===== config.mk =====
export PLATFORM = sky130hd
export DESIGN_NAME = fsm_job_scheduler_flat
export DESIGN_NICKNAME = d
export VERILOG_FILES = /design/src/rtl/fsm_job_scheduler_if.sv /design/src/rtl/fsm_job_scheduler.sv /design/src/flat_wrapper.sv
export SDC_FILE = /design/constraint.sdc
export NUM_CORES = 1
export LEC_CHECK = 0
export ABC_AREA = 1
export BUFFER_PORTS_ARGS = -buffer_cell sky130_fd_sc_hd__buf_2
export CORE_MARGIN = 5
export CORE_UTILIZATION = 25
export DETAILED_ROUTE_END_ITERATION = 10
export GPL_ROUTABILITY_DRIVEN = 0
export PLACE_DENSITY = 0.47
export SLEW_MARGIN = 20
export SYNTH_ARGS = -nofsm -noshare
export SYNTH_HDL_FRONTEND = slang
export SYNTH_SLANG_ARGS = --single-unit

===== constraint.sdc =====
create_clock -name clk -period 8.35 [get_ports clk]
set_input_delay 1.67 -clock clk [delete_from_list [all_inputs] [get_ports clk]]
set_output_delay 1.67 -clock clk [all_outputs]
set_load 0.1 [all_outputs]

===== src/rtl/fsm_job_scheduler_if.sv =====
// ============================================================================
// Module  : fsm_job_scheduler_if
// Brief   : Requester-side job bus for fsm_job_scheduler (requests in, results out).
// Rev     : 1.0  initial release
// ============================================================================
`default_nettype none

interface fsm_job_scheduler_if #(
  parameter int NREQ = 4,
  parameter int W    = 8,
  parameter int LW   = 4,
  parameter int CW   = 4
);
  logic [NREQ-1:0]    req;
  logic [NREQ*W-1:0]  data;
  logic [NREQ*LW-1:0] len;
  logic [NREQ-1:0]    gnt;
  logic               busy;
  logic               done;
  logic [2:0]         done_id;
  logic [1:0]         res_state;
  logic [CW-1:0]      res_cnt;

  modport master (
    output req, data, len,
    input  gnt, busy, done, done_id, res_state, res_cnt
  );

  modport slave (
    input  req, data, len,
    output gnt, busy, done, done_id, res_state, res_cnt
  );
endinterface

`default_nettype wire


===== src/rtl/fsm_job_scheduler.sv =====
// ============================================================================
// Module  : fsm_job_scheduler
// Brief   : Arbitrates NREQ requesters onto one serial 4-state recognizer engine.
//           Define FSM_SCHED_PRIO_EN for fixed lowest-index priority instead of
//           round-robin arbitration.
// Rev     : 1.0  initial release
// ============================================================================
`default_nettype none

module fsm_job_scheduler #(
  parameter int NREQ = 4,
  parameter int W    = 8,
  parameter int LW   = 4,
  parameter int CW   = 4
) (
  input  wire logic          clk,
  input  wire logic          rst,
  fsm_job_scheduler_if.slave bus
);

  typedef enum logic [1:0] {
    S_IDLE   = 2'd0,
    S_RUN    = 2'd1,
    S_REPORT = 2'd2
  } state_t;

  typedef enum logic [1:0] {
    E0 = 2'b00,
    E1 = 2'b01,
    E2 = 2'b10,
    E3 = 2'b11
  } eng_t;

  localparam logic [LW-1:0] c_LEN_MAX = LW'(W);

  state_t            r_state;
  state_t            w_state_nxt;
  eng_t              r_eng;
  eng_t              w_eng_nxt;
  logic [2:0]        r_k;
  logic [W-1:0]      r_shift;
  logic [LW-1:0]     r_left;
  logic [CW-1:0]     r_cnt;
  logic [CW-1:0]     w_cnt_nxt;
  logic [NREQ-1:0]   r_gnt;
  logic              r_done;
  logic [2:0]        r_done_id;
  logic [1:0]        r_res_state;
  logic [CW-1:0]     r_res_cnt;
  logic              w_busy;
  logic              w_found;
  logic [2:0]        w_win;
  logic [W-1:0]      w_data_k;
  logic [LW-1:0]     w_len_k;
  logic [LW-1:0]     w_len_clamp;

`ifdef FSM_SCHED_PRIO_EN
  always_comb begin
    w_found = 1'b0;
    w_win   = 3'd0;
    for (int i = NREQ - 1; i >= 0; i--) begin
      if (bus.req[i]) begin
        w_found = 1'b1;
        w_win   = 3'(i);
      end
    end
  end
`else
  logic [2:0]      r_rr;
  logic [NREQ-1:0] w_rot;
  logic [2:0]      w_pos;
  logic [3:0]      w_sum;

  // Rotate the request vector so the search always starts at bit 0.
  always_comb begin
    w_rot   = NREQ'({bus.req, bus.req} >> r_rr);
    w_found = |bus.req;
    w_pos   = 3'd0;
    for (int i = NREQ - 1; i >= 0; i--) begin
      if (w_rot[i]) w_pos = 3'(i);
    end
    w_sum = {1'b0, r_rr} + {1'b0, w_pos};
    w_win = 3'((w_sum >= 4'(NREQ)) ? (w_sum - 4'(NREQ)) : w_sum);
  end
`endif

  always_comb begin
    w_data_k    = bus.data[int'(w_win) * W +: W];
    w_len_k     = bus.len[int'(w_win) * LW +: LW];
    w_len_clamp = (w_len_k > c_LEN_MAX) ? c_LEN_MAX : w_len_k;
  end

  always_comb begin
    case (r_eng)
      E0:      w_eng_nxt = r_shift[0] ? E1 : E2;
      E1:      w_eng_nxt = r_shift[0] ? E0 : E1;
      E2:      w_eng_nxt = E1;
      default: w_eng_nxt = E0;
    endcase
    w_cnt_nxt = ((w_eng_nxt == E1) && (r_cnt != '1)) ? (r_cnt + CW'(1)) : r_cnt;
  end

  always_comb begin
    w_state_nxt = r_state;
    w_busy      = (r_state != S_IDLE);
    case (r_state)
      S_IDLE:   if (w_found) w_state_nxt = (w_len_clamp == '0) ? S_REPORT : S_RUN;
      S_RUN:    if (r_left == LW'(1)) w_state_nxt = S_REPORT;
      S_REPORT: w_state_nxt = S_IDLE;
      default:  w_state_nxt = S_IDLE;
    endcase
  end

  // Result registers load on the edge entering REPORT so they are valid with done.
  always_ff @(posedge clk or negedge rst) begin
    if (!rst) begin
      r_state     <= S_IDLE;
      r_eng       <= E0;
      r_k         <= 3'd0;
      r_shift     <= '0;
      r_left      <= '0;
      r_cnt       <= '0;
      r_gnt       <= '0;
      r_done      <= 1'b0;
      r_done_id   <= 3'd0;
      r_res_state <= 2'b00;
      r_res_cnt   <= '0;
`ifndef FSM_SCHED_PRIO_EN
      r_rr        <= 3'd0;
`endif
    end else begin
      r_state <= w_state_nxt;
      r_done  <= 1'b0;
      case (r_state)
        S_IDLE: begin
          if (w_found) begin
            r_k     <= w_win;
            r_shift <= w_data_k;
            r_left  <= w_len_clamp;
            r_eng   <= E0;
            r_cnt   <= '0;
            r_gnt   <= NREQ'(1) << w_win;
            if (w_len_clamp == '0) begin
              r_done      <= 1'b1;
              r_done_id   <= w_win;
              r_res_state <= E0;
              r_res_cnt   <= '0;
            end
          end
        end
        S_RUN: begin
          r_eng   <= w_eng_nxt;
          r_shift <= r_shift >> 1;
          r_left  <= r_left - LW'(1);
          r_cnt   <= w_cnt_nxt;
          if (r_left == LW'(1)) begin
            r_done      <= 1'b1;
            r_done_id   <= r_k;
            r_res_state <= w_eng_nxt;
            r_res_cnt   <= w_cnt_nxt;
          end
        end
        S_REPORT: begin
          r_gnt <= '0;
`ifndef FSM_SCHED_PRIO_EN
          r_rr  <= (r_k == 3'(NREQ - 1)) ? 3'd0 : (r_k + 3'd1);
`endif
        end
        default: r_gnt <= '0;
      endcase
    end
  end

  assign bus.gnt       = r_gnt;
  assign bus.busy      = w_busy;
  assign bus.done      = r_done;
  assign bus.done_id   = r_done_id;
  assign bus.res_state = r_res_state;
  assign bus.res_cnt   = r_res_cnt;

endmodule

`default_nettype wire


===== src/flat_wrapper.sv =====
// flat-port wrapper written by rule: the top's interface ports become plain ports
module fsm_job_scheduler_flat 
#(
  parameter int NREQ = 4,
  parameter int W    = 8,
  parameter int LW   = 4,
  parameter int CW   = 4
)
  (clk, rst, bus_req, bus_data, bus_len, bus_gnt, bus_busy, bus_done, bus_done_id, bus_res_state, bus_res_cnt);
  fsm_job_scheduler_if #(.NREQ(NREQ), .W(W), .LW(LW), .CW(CW)) bus_i ();
  input  wire logic clk;
  input  wire logic rst;
  input wire logic [$bits(bus_i.req)-1:0] bus_req;
  input wire logic [$bits(bus_i.data)-1:0] bus_data;
  input wire logic [$bits(bus_i.len)-1:0] bus_len;
  output wire logic [$bits(bus_i.gnt)-1:0] bus_gnt;
  output wire logic [$bits(bus_i.busy)-1:0] bus_busy;
  output wire logic [$bits(bus_i.done)-1:0] bus_done;
  output wire logic [$bits(bus_i.done_id)-1:0] bus_done_id;
  output wire logic [$bits(bus_i.res_state)-1:0] bus_res_state;
  output wire logic [$bits(bus_i.res_cnt)-1:0] bus_res_cnt;
  assign bus_i.req = bus_req;
  assign bus_i.data = bus_data;
  assign bus_i.len = bus_len;
  assign bus_gnt = bus_i.gnt;
  assign bus_busy = bus_i.busy;
  assign bus_done = bus_i.done;
  assign bus_done_id = bus_i.done_id;
  assign bus_res_state = bus_i.res_state;
  assign bus_res_cnt = bus_i.res_cnt;
  fsm_job_scheduler #(.NREQ(NREQ), .W(W), .LW(LW), .CW(CW)) u_core (.clk(clk), .rst(rst), .bus(bus_i));
endmodule

# ---- Word level (Yosys, flattened, before mapping)
# Cells that the tools add are included.
dict set report word_totals {
  ff_bits 40
  latch_bits 0
  ram_bits 0
  rom_bits 0
  inputBits 54
  output_inout_bits 15
  word_cells 88
  memories 0
}
dict set report op_classes {
  n_addsub 5
  n_mul 0
  div_mod_pow 0
  magnitude_cmp 2
  eq_ne 11
  shift 4
  n_mux 41
  n_bitwise 1
  reduce_logical 12
}
# cell n
set op_table {}
lappend op_table {{two-way mux 4 bit} 8}
lappend op_table {{one-hot mux 4 bit (2 select lines)} 4}
lappend op_table {{indexed part select 32 x 7 -> 8 bit} 1}
lappend op_table {{two-way mux 3 bit} 8}
lappend op_table {{two-way mux 2 bit} 9}
lappend op_table {{one-hot mux 8 bit (2 select lines)} 1}
lappend op_table {{indexed part select 16 x 6 -> 4 bit} 1}
lappend op_table {{one-hot mux 2 bit (2 select lines)} 3}
lappend op_table {{two-way mux 8 bit} 1}
lappend op_table {{AND reduction 2 bit} 4}
lappend op_table {{right shift 8 x 3 -> 4 bit} 1}
lappend op_table {{== test 2 x 1 -> 1 bit, second input constant} 3}
lappend op_table {{inequality test 2 x 1 -> 1 bit, second input constant} 3}
lappend op_table {{one-hot mux 2 bit (3 select lines)} 1}
lappend op_table {{one-hot mux 3 bit (2 select lines)} 1}
lappend op_table {{adder 3 x 3 -> 4 bit} 1}
lappend op_table {{adder 4 x 1 -> 4 bit, second input constant} 1}
lappend op_table {{== test 2 bit, second input constant} 2}
lappend op_table {{== test 4 x 1 -> 1 bit, second input constant} 1}
lappend op_table {{greater-or-equal comparator 4 x 3 -> 1 bit, second input constant} 1}
lappend op_table {{> comparator 4 bit, second input constant} 1}
lappend op_table {{zero test 2 bit} 2}
lappend op_table {{zero test 4 bit} 1}
lappend op_table {{two-way mux 1 bit} 4}
lappend op_table {{12 further kinds} 13}

# ---- Depth between registers and ports, before layout
dict set report logic_depth {
  depth_word 15
  ltp_mapped 21
  mapped_depth_nobuf 20
}

# ---- Least setup slack after synthesis
# No wires, ideal clock.
dict set report synth_timing {
  path_kind {input -> register}
  startpoint {input port bus_req[0]}
  endpoint {register u_core.r_done_id[0], in the netlist u_core.bus.done_id[0]}
  setup_time_ps 69
  arrival_time_ps 3938
  required_ps 8281
  slack_ps 4344
  cell_stages 19
  n_path_buf 2
  cell_sequence {inv_1 > o21ai_0 > inv_1 > o21ai_0 > inv_1 > a21oi_1 > nor2_1 > ha_1 > fa_1 > buf_6 > inv_4 > nor2_8 > nand2_1 > nand3_1 > nand3_2 > nand3_2 > buf_6 > nand3_1 > nand2_1}
}
dict set report synth_between {
  elab_chain_len 14
  word_cells_on_any_way 20
  cone_classes {add/sub: 2; order compare: 2; eq/ne: 2; shift: 2; mux: 9; reduce/logical: 3}
}
# item line_no
set synth_lines {}
lappend synth_lines {{start, declared} flat_wrapper.sv:13} ;# input wire logic [$bits(bus_i.req)-1:0] bus_req;
lappend synth_lines {{right shift 8 x 3 -> 4 bit (*)} fsm_job_scheduler.sv:76} ;# w_rot = NREQ'({bus.req, bus.req} >> r_rr);
lappend synth_lines {{two-way mux 2 bit} fsm_job_scheduler.sv:80} ;# if (w_rot[i]) w_pos = 3'(i);
lappend synth_lines {{two-way mux 3 bit (2 in a row)} fsm_job_scheduler.sv:80}
lappend synth_lines {{two-way mux 3 bit (*)} fsm_job_scheduler.sv:80}
lappend synth_lines {{adder 3 x 3 -> 4 bit (*)} fsm_job_scheduler.sv:82} ;# w_sum = {1'b0, r_rr} + {1'b0, w_pos};
lappend synth_lines {{net u_core.w_sum[1]} fsm_job_scheduler.sv:72} ;# logic [3:0] w_sum;
lappend synth_lines {{greater-or-equal comparator 4 x 3 -> 1 bit / subtractor 3 bit (equally long branches)} fsm_job_scheduler.sv:83} ;# w_win = 3'((w_sum >= 4'(NREQ)) ? (w_sum - 4'(NREQ)) : w_sum);
lappend synth_lines {{two-way mux 3 bit (*)} fsm_job_scheduler.sv:83}
lappend synth_lines {{indexed part select 16 x 6 -> 4 bit} fsm_job_scheduler.sv:89} ;# w_len_k = bus.len[int'(w_win) * LW +: LW];
lappend synth_lines {{> comparator 4 bit} fsm_job_scheduler.sv:90} ;# w_len_clamp = (w_len_k > c_LEN_MAX) ? c_LEN_MAX : w_len_k;
lappend synth_lines {{two-way mux 4 bit} fsm_job_scheduler.sv:90}
lappend synth_lines {{zero test 4 bit} fsm_job_scheduler.sv:143} ;# if (w_len_clamp == '0) begin
lappend synth_lines {{inequality test 2 x 1 -> 1 bit (no source line)} --}
lappend synth_lines {{AND reduction 4 bit (no source line)} --}
lappend synth_lines {{end signal, assigned} fsm_job_scheduler.sv:145} ;# r_done_id <= w_win;
lappend synth_lines {{end signal, assigned} fsm_job_scheduler.sv:158} ;# r_done_id <= r_k;
lappend synth_lines {{end, declared} fsm_job_scheduler.sv:47} ;# logic [2:0] r_done_id;
# Mark *: on every way through the listed nets, which the timed path passes. The rest lies on a longest branch. The select of a mux whose other input is x is not followed.
# A chain may end at the register's enable or synchronous reset.

# ---- Worst setup path in the final report
dict set report layout_timing {
  startpoint {input port bus_req[3]}
  endpoint {register u_core.r_done_id[2], in the netlist u_core.bus.done_id[2]}
}
# Same word-level chain as after synthesis.

==> impl_metrics.py <==
metrics = {
    "global_route": {
        "track_usage": 0.116,
        "grt_start_max_net_pins": 41,
        "overflow": 0,
        "grt_pass1_vias": 2396,
        "antenna_found_initial": 0,
        "grt_pass1_wl_um": 11300,
    },
    "critical_path": {
        "timing.rr.end": "u_core.bus.done_id[2]$_DFFE_PN0P_",
        "r2r_cells": 17,
        "start_kind": "primary input",
        "crit_fanout": 10,
        "regToRegSetupSlack_ps": 5070,
        "endpoint_kind": "flip-flop",
        "required_ps": 8530,
        "crit_arrival_ps": 4430,
        "crit_type": "in -> reg",
        "r2r_start": "u_core.r_rr[0]$_DFFE_PN0N_",
    },
    "sta": {
        "period_minus_slack_ps": 4250,
        "maxSlewHeadroom": 0.376,
        "hold_slack_ps": 485,
        "worstMarginPinSlew_ps": 936,
        "final_max_slew_viol_count": 0,
        "clock.fmax_mhz": 235,
        "finClkSkew_ps": 9.75,
        "final-setup-viol-count": 0,
        "fin_crit_sh": 0.509,
        "hold_viol_final": 0,
        "timing.setup.tns_ps": 0,
        "grt_setup_unrepaired": "no",
    },
    "floorplan": {
        "rows": 36,
        "die_h_um": 110,
        "dieArea_sq_mm": 0.0121,
        "start_util": 0.256,
        "coreArea_sq_mm": 0.00977,
        "die_w_um": 110,
        "ioPinCount": 69,
    },
    "synth": {
        "syn-cell-area_sq_mm": 0.00250,
        "synth_top_area_frac": 0.400,
        "synthArstFlopShare": 1.00,
        "yosysUniqueCellTypes": 32,
        "ys_seq_elements": 40,
        "syn_inst": 330,
        "synthTopCellsByArea": "dfrtp_1 (40%), nand2_1 (13%), o21ai_0 (6.8%), nand3_1 (6.4%), a22oi_1 (5.7%)",
        "synth.avg_cell_area_sq_um": 7.59,
        "yosysTopAreaCell": "dfrtp_1",
        "yosysWarnings": 0,
        "synth_nets": 391,
        "ys.flop_type": "dfrtp_1",
        "synth_edf_count": 0,
        "ys_seq_area_frac": 0.400,
    },
    "clock_network": {
        "h-tree-depth": 2,
        "cts-resized-gates": 0,
        "numCtsBuffers": 5,
        "postCtsSetupRepairBufs": 0,
        "cts_tree": "done",
        "cts_hold_buffers": 0,
        "clkSinkCount": 40,
        "root_buffer": "clkbuf_8",
        "clk_latency_ps": 290,
        "cts.path.max_buffers": 2,
        "clk_pin_slew_worst_paths_ps": 90,
    },
    "layout": {
        "antenna_cells": 0,
        "nNetsFinal": 457,
        "areaGrowthSynthToFinish_pct": 21.5,
        "drive_gt1_frac": 0.244,
    },
    "drt": {
        "vias_per_cell": 4.54,
        "first_iter_violations": 110,
        "drt-total-wl_um": 6610,
        "ant_nets": 0,
        "vias": 2404,
        "dr.pass1.iters": 4,
        "wl_per_cell_um": 12.5,
        "drc": 0,
    },
    "place": {
        "hpwl_um": 5140,
        "portBuffers": 68,
    },
    "hold_path": {
        "hold-path-endpoint": "u_core.r_shift[3]$_DFFE_PN0P_",
        "hold_path_class": "reg -> reg",
        "hp-start": "u_core.r_shift[3]$_DFFE_PN0P_",
        "holdPathStages": 2,
    },
    "job": {
        "maxCapViolCount": 0,
    },
    "run_status": {
        "outcome": "completed",
    },
}
==> final cells by class <==
| type | count | area, sq um |
|---|---|---|
| Clock inverter | 2 | 15.0 |
| Sequential cell | 40 | 1000 |
| Tap cell | 133 | 166 |
| Fill cell | 1089 | 6730 |
| Clock buffer | 6 | 82.6 |
| Inverter | 36 | 140 |
| Multi-Input combinational cell | 245 | 1300 |
| Timing Repair Buffer | 68 | 340 |
==> per-layer routing <==
metal / vias to the layer above / share of wire / track usage
met1: 1099 / 0.46 / 0.149
li1: 1236 / - / -
met2: 62 / 0.48 / 0.197
met5: - / 0 / 0
met4: 0 / 0.014 / 0.0334
met3: 7 / 0.051 / 0.0233
==> metrics by stage <==
step / cell area, sq um / setup slack (ps) / std cells / util
after global routing: 3040 / 3760 / 530 / 0.311
final: 3040 / 4100 / 530 / 0.311
after floorplan: 2500 / 4340 / 330 / -
after detailed placement: 2950 / 3790 / 522 / 0.301
after global placement: 2950 / 3830 / 522 / 0.301
after CTS: 3040 / 4080 / 530 / 0.311
==> synth_stat cells (2+ instances only) <==
cell / number
clkbuf_1: 3
nand3_1: 32
ha_1: 6
nand2_1: 90
inv_4: 2
dfrtp_1: 40
nand3_2: 2
o22ai_1: 3
buf_2: 2
o21ai_0: 34
a22oi_1: 19
nor2_2: 5
o21bai_1: 2
nand2_2: 6
nor3_1: 3
nor2_1: 19
inv_1: 32
inv_2: 2
buf_6: 4
a21oi_1: 10
a22o_1: 3
==> registers in the layout (all words and copies together), names as in the netlist <==
register              flops
u_core.bus.res_state      2
u_core.bus.done           1
u_core.r_state            2
u_core.r_left             4
u_core.r_eng              2
u_core.r_shift            8
u_core.r_rr               3
u_core.r_k                3
u_core.bus.res_cnt        4
u_core.r_cnt              4
u_core.bus.gnt            4
u_core.bus.done_id        3
==> layout by cell type, fill, tap and decap left out <==
cell and n:
or2_0 1, nand3_1 32, nor2_1 19, inv_2 2, nor3_1 3, buf_2 68
dfrtp_1 40, xor2_1 1, o21bai_1 2, nand3b_1 1, inv_1 32, nand4_1 1
inv_4 2, nor2_4 1, o21ai_4 1, o21ai_0 34, o22ai_1 3, nor2_8 1
clkbuf_8 6, nand2_4 1, o221ai_1 1, nand2_1 90, ha_1 6, a22o_1 3
a32o_1 1, nand3_2 2, nand2_2 6, nor2_2 5, a22oi_1 19, fa_1 1
a21oi_1 10, clkinvlp_4 2
==> kinds of logic after synthesis <==
kind of cell,synth area share
buffers and inverters,0.0824
AO/OA/AOI/OAI,0.183
adder cells (fa/ha/maj),0.0380
AND/OR/NAND/NOR,0.294
XOR/XNOR,0.00350
flip-flops,0.400
==> worst max-delay path, cell delays in order <==
cell and delay [ps]:
buf_2 90, inv_1 40, nand2_1 50, o21ai_0 100, or2_0 210, o21ai_0 100, inv_1 60, a21oi_1 120
nor2_1 50, ha_1 210, fa_1 760, inv_4 120, nor2_8 180, nand2_1 70, nand3_1 130, nand2_1 70
nand4_1 100, nand2_2 130, nand3_1 120, nand2_1 60
==> how the worst max path moves through the flow <==
stage                from                                 to  slack [ps]  cells after the start
6_report       bus_req[3]  u_core.bus.done_id[2]$_DFFE_PN0P_        4100                     20
5_1_grt        bus_req[0]  u_core.bus.done_id[2]$_DFFE_PN0P_        3760                     19
4_1_cts        bus_req[0]  u_core.bus.done_id[2]$_DFFE_PN0P_        4080                     19
3_5_place_dp   bus_req[0]  u_core.bus.done_id[2]$_DFFE_PN0P_        3790                     19
3_3_place_gp   bus_req[0]  u_core.bus.done_id[2]$_DFFE_PN0P_        3830                     19
2_1_floorplan  bus_req[0]  u_core.bus.done_id[0]$_DFFE_PN0P_        4340                     19
Power is left out: the tool's default activity adds up to more than one toggle a clock period on the data nets, which glitch-free logic cannot reach.
